### src/rtl/fxp_pkg.sv
// Shared Q6.10 constants, divider state encoding and a magnitude helper used by the fixed-point blocks.
package fxp_pkg;

  localparam int DATA_W = 16;
  localparam int FRAC_W = 10;
  localparam logic [DATA_W-1:0] SAT_POS = 16'h7FFF;
  localparam logic [DATA_W-1:0] SAT_NEG = 16'h8001;

  typedef enum logic [1:0] {
    IDLE,
    CALC,
    DONE
  } div_state_e;

  // DATA_W+1 bits so the magnitude of the most negative value is exact.
  function automatic logic [DATA_W:0] abs_mag(input logic [DATA_W-1:0] v);
    logic [DATA_W:0] ext;
    ext = {v[DATA_W-1], v};
    return ext[DATA_W] ? (~ext + 1'b1) : ext;
  endfunction

endpackage

### src/rtl/fxp_seq_divider_if.sv
// Request/result handshake bundle for the sequential Q6.10 divider.
interface fxp_seq_divider_if;
  import fxp_pkg::*;

  logic              i_valid;
  logic              o_ready;
  logic [DATA_W-1:0] i_dividend;
  logic [DATA_W-1:0] i_divisor;
  logic              o_valid;
  logic              i_ready;
  logic [DATA_W-1:0] o_quotient;
  logic              o_div_by_zero;

  modport slave (
    input  i_valid, i_dividend, i_divisor, i_ready,
    output o_ready, o_valid, o_quotient, o_div_by_zero
  );

  modport master (
    output i_valid, i_dividend, i_divisor, i_ready,
    input  o_ready, o_valid, o_quotient, o_div_by_zero
  );

endinterface

### src/rtl/fxp_seq_divider.sv
// Radix-2 restoring signed Q6.10 divider, one request in flight; result after ITERS+1 cycles (ITERS+2 with
// `DIV_ROUND_EN, 1 cycle for zero divisor) and held stable until the consumer takes it.
module fxp_seq_divider
  import fxp_pkg::*;
(
  input  logic               i_clk,
  input  logic               i_rst,
  fxp_seq_divider_if.slave   bus
);

  localparam int ITERS = DATA_W + FRAC_W;
`ifdef DIV_ROUND_EN
  localparam int NBITS = ITERS + 1;
`else
  localparam int NBITS = ITERS;
`endif
  localparam int MAG_W  = DATA_W + 1;
  localparam int NUM_SH = NBITS - ITERS + FRAC_W;
  localparam int CNT_W  = $clog2(NBITS);

  div_state_e        state_q, state_d;
  logic [NBITS-1:0]  num_q, num_d;
  logic [NBITS-1:0]  quo_q, quo_d;
  logic [MAG_W-1:0]  rem_q, rem_d;
  logic [MAG_W-1:0]  dvs_q, dvs_d;
  logic [CNT_W-1:0]  cnt_q, cnt_d;
  logic              neg_q, neg_d;
  logic              zero_q, zero_d;
  logic              vld_q, vld_d;
  logic [DATA_W-1:0] quot_q, quot_d;
  logic              dbz_q, dbz_d;

  logic [MAG_W:0]    rem_sh;
  logic [MAG_W:0]    trial;
  logic [NBITS-1:0]  res_mag;
  logic [DATA_W-1:0] mag_clip;
  logic [DATA_W-1:0] calc_q;

  assign rem_sh = {rem_q, num_q[NBITS-1]};
  assign trial  = rem_sh - {1'b0, dvs_q};

`ifdef DIV_ROUND_EN
  // Guard bit added to the truncated magnitude rounds half away from zero.
  assign res_mag = {1'b0, quo_q[NBITS-1:1]} + {{(NBITS-1){1'b0}}, quo_q[0]};
`else
  assign res_mag = quo_q;
`endif

  assign mag_clip = (res_mag > NBITS'(SAT_POS)) ? SAT_POS : res_mag[DATA_W-1:0];
  assign calc_q   = neg_q ? (~mag_clip + 1'b1) : mag_clip;

  always_comb begin
    state_d = state_q;
    num_d   = num_q;
    quo_d   = quo_q;
    rem_d   = rem_q;
    dvs_d   = dvs_q;
    cnt_d   = cnt_q;
    neg_d   = neg_q;
    zero_d  = zero_q;
    vld_d   = vld_q;
    quot_d  = quot_q;
    dbz_d   = dbz_q;
    case (state_q)
      IDLE: begin
        if (bus.i_valid) begin
          neg_d   = bus.i_dividend[DATA_W-1] ^ bus.i_divisor[DATA_W-1];
          dvs_d   = abs_mag(bus.i_divisor);
          num_d   = NBITS'(abs_mag(bus.i_dividend)) << NUM_SH;
          quo_d   = '0;
          rem_d   = '0;
          cnt_d   = '0;
          zero_d  = (bus.i_divisor == '0);
          state_d = (bus.i_divisor == '0) ? DONE : CALC;
        end
      end
      CALC: begin
        rem_d = trial[MAG_W] ? rem_sh[MAG_W-1:0] : trial[MAG_W-1:0];
        quo_d = {quo_q[NBITS-2:0], ~trial[MAG_W]};
        num_d = num_q << 1;
        cnt_d = cnt_q + 1'b1;
        if (cnt_q == CNT_W'(NBITS - 1)) begin
          state_d = DONE;
        end
      end
      DONE: begin
        // Result is registered on the first DONE cycle, then held until taken.
        if (!vld_q) begin
          vld_d  = 1'b1;
          quot_d = zero_q ? (neg_q ? SAT_NEG : SAT_POS) : calc_q;
          dbz_d  = zero_q;
        end else if (bus.i_ready) begin
          vld_d   = 1'b0;
          state_d = IDLE;
        end
      end
      default: state_d = IDLE;
    endcase
  end

  always_ff @(posedge i_clk) begin
    if (i_rst) begin
      state_q <= IDLE;
      num_q   <= '0;
      quo_q   <= '0;
      rem_q   <= '0;
      dvs_q   <= '0;
      cnt_q   <= '0;
      neg_q   <= 1'b0;
      zero_q  <= 1'b0;
      vld_q   <= 1'b0;
      quot_q  <= '0;
      dbz_q   <= 1'b0;
    end else begin
      state_q <= state_d;
      num_q   <= num_d;
      quo_q   <= quo_d;
      rem_q   <= rem_d;
      dvs_q   <= dvs_d;
      cnt_q   <= cnt_d;
      neg_q   <= neg_d;
      zero_q  <= zero_d;
      vld_q   <= vld_d;
      quot_q  <= quot_d;
      dbz_q   <= dbz_d;
    end
  end

  assign bus.o_ready       = (state_q == IDLE);
  assign bus.o_valid       = vld_q;
  assign bus.o_quotient    = quot_q;
  assign bus.o_div_by_zero = dbz_q;

endmodule

### src/flat_wrapper.sv
// flat-port wrapper written by rule: the top's interface ports become plain ports
module fxp_seq_divider_flat import fxp_pkg::*;
  (i_clk, i_rst, bus_i_valid, bus_i_dividend, bus_i_divisor, bus_i_ready, bus_o_ready, bus_o_valid, bus_o_quotient, bus_o_div_by_zero);
  fxp_seq_divider_if bus_i ();
  input  logic i_clk;
  input  logic i_rst;
  input wire logic [$bits(bus_i.i_valid)-1:0] bus_i_valid;
  input wire logic [$bits(bus_i.i_dividend)-1:0] bus_i_dividend;
  input wire logic [$bits(bus_i.i_divisor)-1:0] bus_i_divisor;
  input wire logic [$bits(bus_i.i_ready)-1:0] bus_i_ready;
  output wire logic [$bits(bus_i.o_ready)-1:0] bus_o_ready;
  output wire logic [$bits(bus_i.o_valid)-1:0] bus_o_valid;
  output wire logic [$bits(bus_i.o_quotient)-1:0] bus_o_quotient;
  output wire logic [$bits(bus_i.o_div_by_zero)-1:0] bus_o_div_by_zero;
  assign bus_i.i_valid = bus_i_valid;
  assign bus_i.i_dividend = bus_i_dividend;
  assign bus_i.i_divisor = bus_i_divisor;
  assign bus_i.i_ready = bus_i_ready;
  assign bus_o_ready = bus_i.o_ready;
  assign bus_o_valid = bus_i.o_valid;
  assign bus_o_quotient = bus_i.o_quotient;
  assign bus_o_div_by_zero = bus_i.o_div_by_zero;
  fxp_seq_divider u_core (.i_clk(i_clk), .i_rst(i_rst), .bus(bus_i));
endmodule
### config.mk
export PLATFORM = sky130hd
export DESIGN_NAME = fxp_seq_divider_flat
export DESIGN_NICKNAME = d
export VERILOG_FILES = /design/src/rtl/fxp_pkg.sv /design/src/rtl/fxp_seq_divider_if.sv /design/src/rtl/fxp_seq_divider.sv /design/src/flat_wrapper.sv
export SDC_FILE = /design/constraint.sdc
export NUM_CORES = 1
export LEC_CHECK = 0
export BUFFER_PORTS_ARGS = -buffer_cell sky130_fd_sc_hd__buf_2
export CELL_PAD_IN_SITES_DETAIL_PLACEMENT = 0
export CELL_PAD_IN_SITES_GLOBAL_PLACEMENT = 1
export CORE_AREA = 2 2 159 83
export DETAILED_ROUTE_END_ITERATION = 12
export DIE_AREA = 0 0 161 85
export HOLD_SLACK_MARGIN = 0.12
export PLACE_DENSITY_LB_ADDON = 0.3
export SLEW_MARGIN = 15
export SYNTH_ARGS = -nofsm -noshare
export SYNTH_HDL_FRONTEND = slang
export SYNTH_SLANG_ARGS = --single-unit
### constraint.sdc
create_clock -name i_clk -period 4.3 [get_ports i_clk]
set_input_delay 1.29 -clock i_clk [delete_from_list [all_inputs] [get_ports i_clk]]
set_output_delay 1.29 -clock i_clk [all_outputs]
set_load 0.01 [all_outputs]
==> impl_metrics.toml <==
[global_route]
grt_max_degree = 61
grt_pass1_vias = 4738
grt_pass1_wl_um = 24500
grt_overflow = 0
track_usage_pct = 22.11
antenna_found_initial = 0

[clocking]
clock_latency_ps = 350
root_buffer = "clkbuf_16"
htree_levels = 3
cts_resized = 0
path_clk_slew_ps = 70
cts_buffers = 9
post_cts_buffers = 0
clock_sinks = 103
clock_path_buffers = 2
ctsHoldBuffers = 0
cts_tree = "yes"

[worst_setup_path]
path_class = "register to register"
crit_fanout = 5
crit_arrival_ps = 3320
cp_top_family = "simple AND/OR/NAND/NOR gates"
endpoint_kind = "register"
path_buf_inv = 0
slowest_delay_ps = 510
crit_chain = "nor4_1 -> nand4b_1 -> nor2_1 -> ha_1 -> or3b_2 -> nor3_2 -> nand2_1 -> nor2_1 -> nand2_1 -> a21oi_1 -> o221ai_1 -> a21oi_1"
cp_slowest_cell = "or3b_2"
start_kind = "register"
critPathRequiredTime_ps = 4580

[drt]
first_iter_violations = 353
drt_wl_total_um = 14740
firstDrtPassIters = 5
drt.antenna.violating_nets = 0
drc = 0
vias_per_cell = 5.648
route.vias.total = 5241
drt-wirelength-per-cell_um = 15.88

[timing]
finalSetupViolCount = 0
hold_viol_final = 0
maxSlewHeadroom_pct = 43.89
tns_ps = 0
fmax_mhz = 328.1
finClkSkew_ps = 10.76
worstMarginPinSlew_ps = 838.5
slew_violations = 0
rsz0062_at_grt = "no"
period_minus_slack_ps = 3047
fin_crit_sh_pct = 70.87

[floorplan]
core_region_area_um2 = 12340
die_y_um = 85
die_area_um2 = 13690
start_util_pct = 47.29
num_rows = 29
io_pins = 55
die_w_um = 161

[power]
p_switching_mw = 0.8123
vdd_drop_max_mv = 0.2450
intPower_mw = 1.757
clockPowerShare_pct = 33.6
pwr-share-seq_pct = 40.9
finalPower_mw = 2.570
leakagePower_nw = 2.592
pwr-share-comb_pct = 25.5
swShare_pct = 31.61
power_density_nw_per_um2 = 395.0

[logic_synthesis]
synth-edff-count = 0
synthAdderAreaFrac_pct = 5.061
syn_inst = 726
synth_area_um2 = 5834
synth_seq_area_share_pct = 35.34
ys_async_sr_fraction_pct = 0
yosysWarnings = 0
synth-compound-area-share_pct = 25.11
ys.flop_type = "dfxtp_1"
ys_types = 64
synth-xor-area-share_pct = 6.305
synth_top_family_by_area = "compound AO/OA/AOI/OAI gates"
postSynthAreaPerCell_um2 = 8.036
synth-simple-area-share_pct = 19.09
synth.net_count = 785
ys_ff_latch = 103
synthMuxAreaShare_pct = 2.917

[final_layout]
diodes = 0
most-common-layout-cells = "103 x dfxtp_1, 97 x nor2_1, 67 x a21oi_1, 62 x nand2_1, 54 x buf_2"
fillCellCount = 1205
area_growth_pct = 11.49
drive_above_1_share_pct = 13.32
final_common_cell = "dfxtp_1"
register_area_um2 = 2062
nNetsFinal = 812
multiInputGateArea_um2 = 3433

[place]
place_hpwl_um = 10690
port_buffers = 54
place.gp.congestion = 0.8728

[job]
max_cap_violations = 0

[hold_path]
hold_class = "register to register"

[status]
status = "complete, no violations"
[logic make-up (layout without fill, tap and decap cells)]
family / after synthesis / count (layout)
adders and majority gates: 23 / 23
and+or+nand+nor: 236 / 236
DFF: 103 / 103
xor gates and xnor gates: 42 / 42
muxes: 17 / 17
buffers and inverters: 86 / 118
AOI/OAI and AO/OA: 219 / 219
[metal layers]
metal  wire length, um  global-route usage, %
met1              7952                  35.36
met2              5834                  30.28
met3               839                  3.763
met4               112                  5.114
met5                 0                      0
[power groups by stage]
| stage | logic, mW | clock network (mW) | registers (mW) |
|---|---|---|---|
| 2_1_floorplan | 0.515 | 0 | 1.05 |
| 3_3_place_gp | 0.632 | 0 | 1.07 |
| 3_5_place_dp | 0.649 | 0 | 1.07 |
| 4_1_cts | 0.652 | 0.882 | 1.05 |
| 5_1_grt | 0.729 | 0.918 | 1.06 |
| 6_report | 0.656 | 0.864 | 1.05 |
[cell usage after synthesis (6+ instances only)]
cell type | count | area (um^2)
a211oi_1 | 16 | 120.1
a21oi_1 | 67 | 335.3
a221oi_1 | 14 | 122.6
a22oi_1 | 27 | 202.7
clkbuf_1 | 37 | 138.9
dfxtp_1 | 103 | 2062
ha_1 | 22 | 275.3
inv_1 | 40 | 150.1
mux2i_1 | 17 | 170.2
nand2_1 | 62 | 232.7
nand2b_1 | 14 | 87.58
nor2_1 | 97 | 364.1
nor2b_1 | 10 | 62.56
nor3_1 | 13 | 65.06
o211ai_1 | 9 | 67.56
o21ai_0 | 35 | 175.2
o221ai_1 | 6 | 52.55
xnor2_1 | 18 | 157.7
xor2_1 | 24 | 210.2
[cell type report]
| cell class | instances | area share (%) |
|---|---|---|
| multi-input cells | 537 | 52.78 |
| flip-flops and latches | 103 | 31.70 |
| repair buffers | 62 | 5.078 |
| clock buffers | 11 | 3.885 |
| well taps | 170 | 3.270 |
| inverters | 40 | 2.308 |
| clock inverters | 5 | 0.9810 |
[sequential cells by signal, indices dropped and copies added, names as in the netlist]
signal                    count
u_core.zero_q                 1
u_core.rem_q                 17
u_core.cnt_q                  5
u_core.neg_q                  1
u_core.num_q                 16
u_core.state_q                2
u_core.bus.o_div_by_zero      1
u_core.bus.o_valid            1
u_core.quo_q                 26
u_core.dvs_q                 17
u_core.bus.o_quotient        16
[final timing paths]
check | endpoint | slack (ps) | cells after the start | startpoint
max | u_core.bus.o_quotient[12] | 1250 | 12 | u_core.quo_q[15]
min | u_core.bus.o_quotient[5] | 460 | 2 | u_core.bus.o_quotient[5]
max reg2reg | u_core.bus.o_quotient[12] | 1250 | 12 | u_core.quo_q[15]
min reg2reg | u_core.bus.o_quotient[5] | 460 | 2 | u_core.bus.o_quotient[5]
[worst register-to-register path: cells and delay by family, from the launching register on]
family	cells	cell delay, ps
adders and majority gates	1	210
AOI/OAI and AO/OA	3	490
and+or+nand+nor	8	1950
DFF	1	350
[stage by stage]
| stage | utilization, % | hold WS (ps) | area (um^2) | instances | setup WS, ps |
|---|---|---|---|---|---|
| CTS | 52.73 | 456.9 | 6505 | 928 | 1270 |
| global placement | 50.16 | 437.1 | 6188 | 912 | 1185 |
| finish | 52.73 | 456.0 | 6505 | 928 | 1253 |
| global route | 52.73 | 473.0 | 6505 | 928 | 993.8 |
| floorplan | - | 430.3 | 5834 | 726 | 1392 |
| detailed placement | 50.16 | 447.3 | 6188 | 912 | 1122 |
Power figures use the tool's default switching activity.
